[config.mk]
export PLATFORM = sky130hd
export DESIGN_NAME = button_conditioner
export DESIGN_NICKNAME = d
export VERILOG_FILES = /design/src/rtl/button_pkg.sv /design/src/rtl/button_debounce_1b.sv /design/src/rtl/button_conditioner.sv
export SDC_FILE = /design/constraint.sdc
export NUM_CORES = 1
export LEC_CHECK = 0
export ABC_AREA = 1
export CORE_UTILIZATION = 47
export CTS_BUF_LIST = sky130_fd_sc_hd__clkbuf_4 sky130_fd_sc_hd__clkbuf_8 sky130_fd_sc_hd__clkbuf_16
export CTS_CLUSTER_DIAMETER = 30
export DETAILED_ROUTE_END_ITERATION = 10
export PLACE_DENSITY = 0.74
export SLEW_MARGIN = 0
export SYNTH_ARGS = -nofsm -noshare
export SYNTH_HDL_FRONTEND = slang
export SYNTH_SLANG_ARGS = --single-unit
[constraint.sdc]
create_clock -name clk -period 1.8 [get_ports clk]
set_input_delay 0.54 -clock clk [delete_from_list [all_inputs] [get_ports clk]]
set_output_delay 0.54 -clock clk [all_outputs]
set_load 0.005 [all_outputs]
[src/rtl/button_pkg.sv]
// button_pkg: shared debounce FSM state type and counter sizing helper.
package button_pkg;

    typedef enum logic {DB_STABLE, DB_COUNTING} debounce_state_t;

    function automatic int cnt_width(int cycles);
        return $clog2(cycles + 1);
    endfunction

endpackage

[src/rtl/button_debounce_1b.sv]
// button_debounce_1b: synchronizer, counter debounce and press/release pulses for one button.
module button_debounce_1b
    import button_pkg::*;
#(
    parameter int SYNC_STAGES     = 2,
    parameter int DEBOUNCE_CYCLES = 1_000_000
) (
    input  logic clk,
    input  logic rst,
    input  logic btn_raw_i,
    output logic level_o,
    output logic press_o,
    output logic release_o
);

    localparam int              CW   = cnt_width(DEBOUNCE_CYCLES);
    localparam logic [CW-1:0]   LAST = CW'(DEBOUNCE_CYCLES - 1);

    logic [SYNC_STAGES-1:0] sync_q;
    debounce_state_t        state_q, state_d;
    logic [CW-1:0]          cnt_q, cnt_d;
    logic                   level_q, level_d;
    logic                   press_q, press_d;
    logic                   release_q, release_d;
    logic                   synced;
    logic                   accept;

    assign synced = sync_q[SYNC_STAGES-1];

    always_ff @(posedge clk) begin
        if (rst) begin
            sync_q    <= '0;
            state_q   <= DB_STABLE;
            cnt_q     <= '0;
            level_q   <= 1'b0;
            press_q   <= 1'b0;
            release_q <= 1'b0;
        end else begin
            sync_q    <= {sync_q[SYNC_STAGES-2:0], btn_raw_i};
            state_q   <= state_d;
            cnt_q     <= cnt_d;
            level_q   <= level_d;
            press_q   <= press_d;
            release_q <= release_d;
        end
    end

    always_comb begin
        state_d   = state_q;
        cnt_d     = cnt_q;
        level_d   = level_q;
        press_d   = 1'b0;
        release_d = 1'b0;
        accept    = 1'b0;
        case (state_q)
            DB_STABLE: begin
                if (synced != level_q) begin
                    if (DEBOUNCE_CYCLES == 1) begin
                        accept = 1'b1;
                    end else begin
                        cnt_d   = CW'(1);
                        state_d = DB_COUNTING;
                    end
                end
            end
            DB_COUNTING: begin
                if (synced == level_q) begin
                    cnt_d   = '0;
                    state_d = DB_STABLE;
                end else if (cnt_q == LAST) begin
                    accept = 1'b1;
                end else begin
                    cnt_d = cnt_q + 1'b1;
                end
            end
            default: state_d = DB_STABLE;
        endcase
        // Accepting flips the level; the pulse direction follows the new level.
        if (accept) begin
            level_d   = ~level_q;
            cnt_d     = '0;
            state_d   = DB_STABLE;
            press_d   = ~level_q;
            release_d = level_q;
        end
    end

    assign level_o   = level_q;
    assign press_o   = press_q;
    assign release_o = release_q;

endmodule

[src/rtl/button_conditioner.sv]
// button_conditioner: per-button synchronize and debounce, producing clean levels and edge pulses.
module button_conditioner
    import button_pkg::*;
#(
    parameter int N_BUTTONS       = 2,
    parameter int SYNC_STAGES     = 2,
    parameter int DEBOUNCE_CYCLES = 1_000_000
) (
    input  logic                 clk,
    input  logic                 rst,
    input  logic [N_BUTTONS-1:0] btn_raw,
    output logic [N_BUTTONS-1:0] btn_level,
    output logic [N_BUTTONS-1:0] btn_press,
    output logic [N_BUTTONS-1:0] btn_release
);

    for (genvar i = 0; i < N_BUTTONS; i++) begin : g_btn
        button_debounce_1b #(
            .SYNC_STAGES    (SYNC_STAGES),
            .DEBOUNCE_CYCLES(DEBOUNCE_CYCLES)
        ) u_db (
            .clk      (clk),
            .rst      (rst),
            .btn_raw_i(btn_raw[i]),
            .level_o  (btn_level[i]),
            .press_o  (btn_press[i]),
            .release_o(btn_release[i])
        );
    end

endmodule

==> results of run 1 <==
## per-layer routing
metal	share of wire [%]	GRT usage (%)	vias to the layer above
met3	4.4	3.21	19
li1	-	-	1691
met4	2.3	8.79	0
met5	0	0	-
met1	46	27.6	1467
met2	48	39.0	65
## timing repair
action,in CTS,in global routing
hold endpoints to repair,0,0
resized for setup,1,6
pin swaps,0,1
setup endpoints to repair,1,25
## flip-flops by register name (all words and copies together) (netlist names)
signal	cells
g_btn.u_db.sync_q	4
g_btn.u_db.press_o	2
g_btn.u_db.state_q	2
g_btn.u_db.level_o	2
g_btn.u_db.release_o	2
g_btn.u_db.cnt_q	40
## cell families after synthesis
kind of cell             Yosys count  share of synthesized area [%]
AND/OR/NAND/NOR                  331                           45.0
buffers and inverters             77                           11.6
AO/OA/AOI/OAI                     54                           9.66
flip-flops                        52                           31.9
XOR/XNOR                           3                           1.04
adder cells (fa/ha/maj)            2                          0.766
## final timing paths
kind                                start                 endpoint  slack [ns]  depth (start not counted)
setup / recovery    g_btn[0].u_db.level_o             btn_level[0]        0.05                          1
hold / removal    g_btn[1].u_db.sync_q[0]  g_btn[1].u_db.sync_q[1]        0.41                          2
setup reg to reg   g_btn[0].u_db.cnt_q[0]   g_btn[0].u_db.cnt_q[9]        0.14                         11
hold reg to reg   g_btn[1].u_db.sync_q[0]  g_btn[1].u_db.sync_q[1]        0.41                          2
## power by group through the flow
stage                     clock network [mW]  registers (mW)  logic (mW)
after floorplan                            0            1.19      0.0814
after global placement                     0            1.19       0.111
after detailed placement                   0            1.19       0.114
after CTS                              0.842            1.16       0.114
after global routing                   0.879            1.16       0.127
final                                  0.827            1.16       0.116
## layout make-up
type                       count  area (sq um)  share of cell area, %
sequential                    52          1050                   28.8
inverter                      61           234                   6.45
clock buffer                   6          76.3                   2.10
tap                           80           100                   2.76
clock inverter                 2          35.0                  0.966
timing repair buffer          34           278                   7.66
multi-input combinational    390          1860                   51.2
## worst reg2reg max path, cell delays in order (launching register included)
cell and delay, ns:
dfxtp_1 0.35, ha_1 0.19, nand3_1 0.12, nor2_2 0.18
nand3_1 0.10, nor2_2 0.19, nor2_2 0.06, buf_4 0.15
nand2_1 0.10, nand2_1 0.06, nand2_1 0.05, inv_1 0.03
## cells in the final DEF (no fill, tap or decap), types with 3 or more instances in the layout
cell	count
nand2_1	163
nor2_1	74
inv_1	58
dfxtp_1	50
nand3_1	43
a21oi_1	33
buf_4	25
nand4_1	20
nor2_2	10
clkdlybuf4s50_1	9
o21ai_0	8
o21bai_1	7
clkbuf_8	5
nand2_4	4
nor3_1	4
a21oi_2	4
nor2_4	3
nand3b_1	3
## metrics by stage
step                setup TNS [ns]  instances  worst slack (ns)  instance area [sq um]
global placement                 0        617            0.0864                   3500
detailed placement               0        617            0.0607                   3500
floorplan                        0        519             0.254                   3260
CTS                              0        625            0.0326                   3610
finish                           0        625            0.0483                   3630
global route              -0.00943        625          -0.00455                   3630
==> flow_summary.json, run 1 <==
{
  "cts_buffers": 5,
  "worstHoldPathType": "flip-flop to flip-flop",
  "path_max_fanout": 4,
  "combPwrFrac_pct": 5.5,
  "cts_tree": "built",
  "drtAntennaViolNets": 0,
  "synthFlopType": "dfxtp_1",
  "cellLeakagePower_nw": 1.40,
  "setup.worst_path.start_class": "flip-flop",
  "pwr-share-clk_pct": 39.3,
  "min_period_ns": 1.75,
  "p_seq_share_pct": 55.2,
  "drt-pass1-iter-count": 4,
  "drtIter0Drc": 176,
  "grt_max_degree": 20,
  "start_util_pct": 48.3,
  "yosysTopAreaCell": "dfxtp_1",
  "rsz0062_at_grt": "true",
  "power_density_mw_per_mm2": 580,
  "cts_sinks": 52,
  "synth_area_sq_mm": 0.00326,
  "final_max_slew_viol_count": 0,
  "synth_most_common_cell": "nand2_1",
  "critPathBufInv": 1,
  "grt_usage_pct": 22.3,
  "clock_path_buffers": 2,
  "ctsHoldBuffers": 0,
  "antenna_found_initial": 0,
  "critPathKind": "flip-flop to output pin",
  "rows": 30,
  "crit_slowest_cell": "clkdlybuf4s50_1",
  "nets": 550,
  "p_switching_uw": 479,
  "wirelength_microns": 7580,
  "drc": 0,
  "max_freq_mhz": 571,
  "swShare_pct": 22.8,
  "relSlewSlack_pct": 68.6,
  "synth_cells": 519,
  "die_w_microns": 85.3,
  "cp_cell_sequence": "clkdlybuf4s50_1",
  "vias": 3242,
  "clk_pin_slew_ns": 0.10,
  "globalplace.congestion": 0.883,
  "fillCellCount": 683,
  "syn-num-nets": 525,
  "slowest_delay_ns": 0.52,
  "wl_per_cell_microns": 12.1,
  "clock_latency_ns": 0.31,
  "end_kind": "output pin",
  "worstMarginPinSlew_ns": 0.469,
  "dp_hpwl_microns": 5750,
  "io_pins": 10,
  "power_mw": 2.10,
  "status": "finished, final reports clean",
  "yosysSeqAreaShare_pct": 31.9,
  "antennaDiodeCount": 0,
  "final-hold-violation-count": 0,
  "synth-seq-cells": 52,
  "htreeDepth": 2,
  "syn_to_final_growth_pct": 11.1,
  "synth.area.top_cells": "dfxtp_1 (32%), nand2_1 (19%), nor2_1 (8.7%), inv_1 (6.8%), nand3_1 (6.6%)",
  "synth_top_cells_by_count": "nand2_1 (163), nor2_1 (76), inv_1 (59)",
  "whs_ns": 0.411,
  "ys_warn_count": 0,
  "grt_pass1_wl_microns": 13200,
  "crit_required_ns": 1.26,
  "drv_cap": 0,
  "dieArea_sq_mm": 0.00728,
  "synth_edf_count": 0,
  "core_sq_mm": 0.00676,
  "async_flop_share_pct": 0,
  "die_h_microns": 85.3,
  "grt-ovfl-total": 0,
  "final_util_pct": 53.7,
  "postCtsSetupBuffers": 0,
  "finalClockSkew_ns": 0.00466,
  "finalCritPeriodShare_pct": 97.3,
  "critical_path.top_delay_family": "buffers and inverters",
  "peakVddDrop_mv": 0.362,
  "setup_violations": 0,
  "internal_power_mw": 1.62,
  "via_per_inst": 5.19,
  "synth_cell_types": 30,
  "ctsRootBufferMaster": "clkbuf_8",
  "yosysTopAreaCellShare_pct": 31.9,
  "postSynthAreaPerCell_sq_um": 6.29,
  "first_global_vias": 3070,
  "worstPathArrival_ns": 1.21,
  "portBuffers": 9,
  "drive_gt1_share_pct": 12.1
}
(Power assumes the default switching activity.)
==> run 2, diff against run 1 <==
- CAP_MARGIN: unset -> 25
- CORE_UTILIZATION: 47 -> 45
- PLACE_DENSITY: 0.74 -> 0.71
- clock period: 1.8 -> 1.97 ns (I/O delays scaled with it)
==> flow_summary.json, run 2 (synthesis gave the netlist of run 1 again) <==
{
  "status": "finished, final reports clean",
  "relSlewSlack_pct": 67.5,
  "start_util_pct": 47.3,
  "wl_per_cell_microns": 12.2,
  "place_area_sq_mm": 0.00345,
  "grt-ovfl-total": 0,
  "dieArea_sq_mm": 0.00760,
  "die_w_microns": 87.2,
  "fillCellCount": 702,
  "nets": 539,
  "cts_sinks": 52,
  "reg.largest.list": "g_btn.u_db.cnt_q x40, g_btn.u_db.sync_q x4",
  "grt_usage_pct": 21.8,
  "clk_pin_slew_ns": 0.10,
  "grt_pass1_wl_microns": 13200,
  "peakVddDrop_mv": 0.396,
  "crit_slowest_cell": "clkdlybuf4s50_1",
  "cts_tree": "built",
  "max_freq_mhz": 533,
  "rows": 30,
  "wl_met1_microns": 3340,
  "wl_met3_microns": 454,
  "vias": 3236,
  "antenna_found_initial": 0,
  "syn_to_final_growth_pct": 8.66,
  "min_period_ns": 1.88,
  "final_cell_mix": "nand2_1 (163), nor2_1 (75), inv_1 (59)",
  "globalplace.congestion": 0.887,
  "cp_cell_sequence": "clkdlybuf4s50_1",
  "drtIter0Drc": 139,
  "drtAntennaViolNets": 0,
  "path_max_fanout": 5,
  "setup.worst_path.start_class": "flip-flop",
  "drv_cap": 0,
  "setup_tns_ns": 0,
  "io_pins": 10,
  "cts_buffers": 5,
  "final_max_slew_viol_count": 0,
  "routed-wl-met2_microns": 3700,
  "worstMarginPinSlew_ns": 0.486,
  "crit_required_ns": 1.38,
  "final_common_cell": "nand2_1",
  "critical_path.top_delay_family": "buffers and inverters",
  "drt-pass1-iter-count": 5,
  "clock_path_buffers": 2,
  "end_kind": "output pin",
  "portBuffers": 9,
  "dp_hpwl_microns": 5710,
  "htreeDepth": 2,
  "wirelength_microns": 7660,
  "power_density_mw_per_mm2": 508,
  "clock_latency_ns": 0.30,
  "final-hold-violation-count": 0,
  "critPathBufInv": 1,
  "drc": 0,
  "ctsRootBufferMaster": "clkbuf_8",
  "worstHoldPathType": "flip-flop to flip-flop",
  "worstPathArrival_ns": 1.28,
  "multiInputGateArea_sq_mm": 0.00185,
  "grt_max_degree": 20,
  "largest_reg_flops": 40,
  "die_h_microns": 87.2,
  "first_global_vias": 2967,
  "drive_gt1_share_pct": 9.55,
  "maxUsedRoutingLayer": "met4",
  "slowest_delay_ns": 0.54,
  "finalInstanceArea_sq_mm": 0.00355,
  "via_per_inst": 5.14,
  "core_sq_mm": 0.00691,
  "finalClockSkew_ns": 0.00822,
  "top_register": "g_btn.u_db.cnt_q",
  "antennaDiodeCount": 0,
  "rsz0062_at_grt": "false",
  "cellLeakagePower_nw": 1.33,
  "finalCritPeriodShare_pct": 95.2,
  "setup_violations": 0,
  "critPathKind": "flip-flop to output pin",
  "ctsHoldBuffers": 0,
  "seq_area_sq_mm": 0.00104
}
run 2: cell count changes in the layout (fill, tap and decap cells not counted), sizes merged:
cell and change:
buf -11, bufinv -1, clkinvlp +2, clkbuf -1
run 2: routing by layer:
| layer | track usage (%) | vias up |
|---|---|---|
| met2 | 38.4 | 107 |
| met4 | 7.75 | 0 |
| met3 | 2.94 | 13 |
| met5 | 0 | - |
| li1 | - | 1674 |
| met1 | 27.2 | 1442 |
run 2: repair_timing:
| item | 4_1_cts | 5_1_grt |
|---|---|---|
| endpoints found under the setup margin | 0 | 1 |
| setup buffers | 0 | 0 |
| gates resized for setup | 0 | 2 |
run 2: worst paths after layout:
path / depth (start not counted) / to / from / slack, ns
worst max-delay path: 1 / btn_level[1] / g_btn[1].u_db.level_o / 0.09
worst min-delay path: 2 / g_btn[0].u_db.sync_q[1] / g_btn[0].u_db.sync_q[0] / 0.42
worst max register to register: 9 / g_btn[0].u_db.cnt_q[17] / g_btn[0].u_db.cnt_q[1] / 0.20
worst min register to register: 2 / g_btn[0].u_db.sync_q[1] / g_btn[0].u_db.sync_q[0] / 0.42
run 2: power by group:
part	leakage (nW)	internal (mW)	switching, mW
Combinational	0.872	0.0340	0.0676
Clock	0.0404	0.253	0.385
Sequential	0.420	1.06	0.00448
run 2: final cells by class:
type / count / area share [%]
clock buffers: 5 / 1.94
repair buffers: 23 / 5.86
multi-input cells: 390 / 52.2
well taps: 96 / 3.39
inverters: 61 / 6.60
flip-flops and latches: 52 / 29.3
clock inverters: 3 / 0.670
run 2: through the flow:
stage	power, mW	utilization, %	setup WS (ns)	hold slack [ns]	instances
floorplan	1.16	-	0.424	0.388	519
global placement	1.19	49.9	0.218	0.391	622
detailed placement	1.19	49.9	0.165	0.402	622
CTS	1.82	51.2	0.0737	0.418	630
global route	1.87	51.4	0.0202	0.449	630
finish	1.80	51.4	0.0949	0.415	630
run 2: worst min-delay path: stages (launching register included):
cell and delay (ns):
dfxtp_1 0.31, inv_1 0.04, nor2_1 0.03
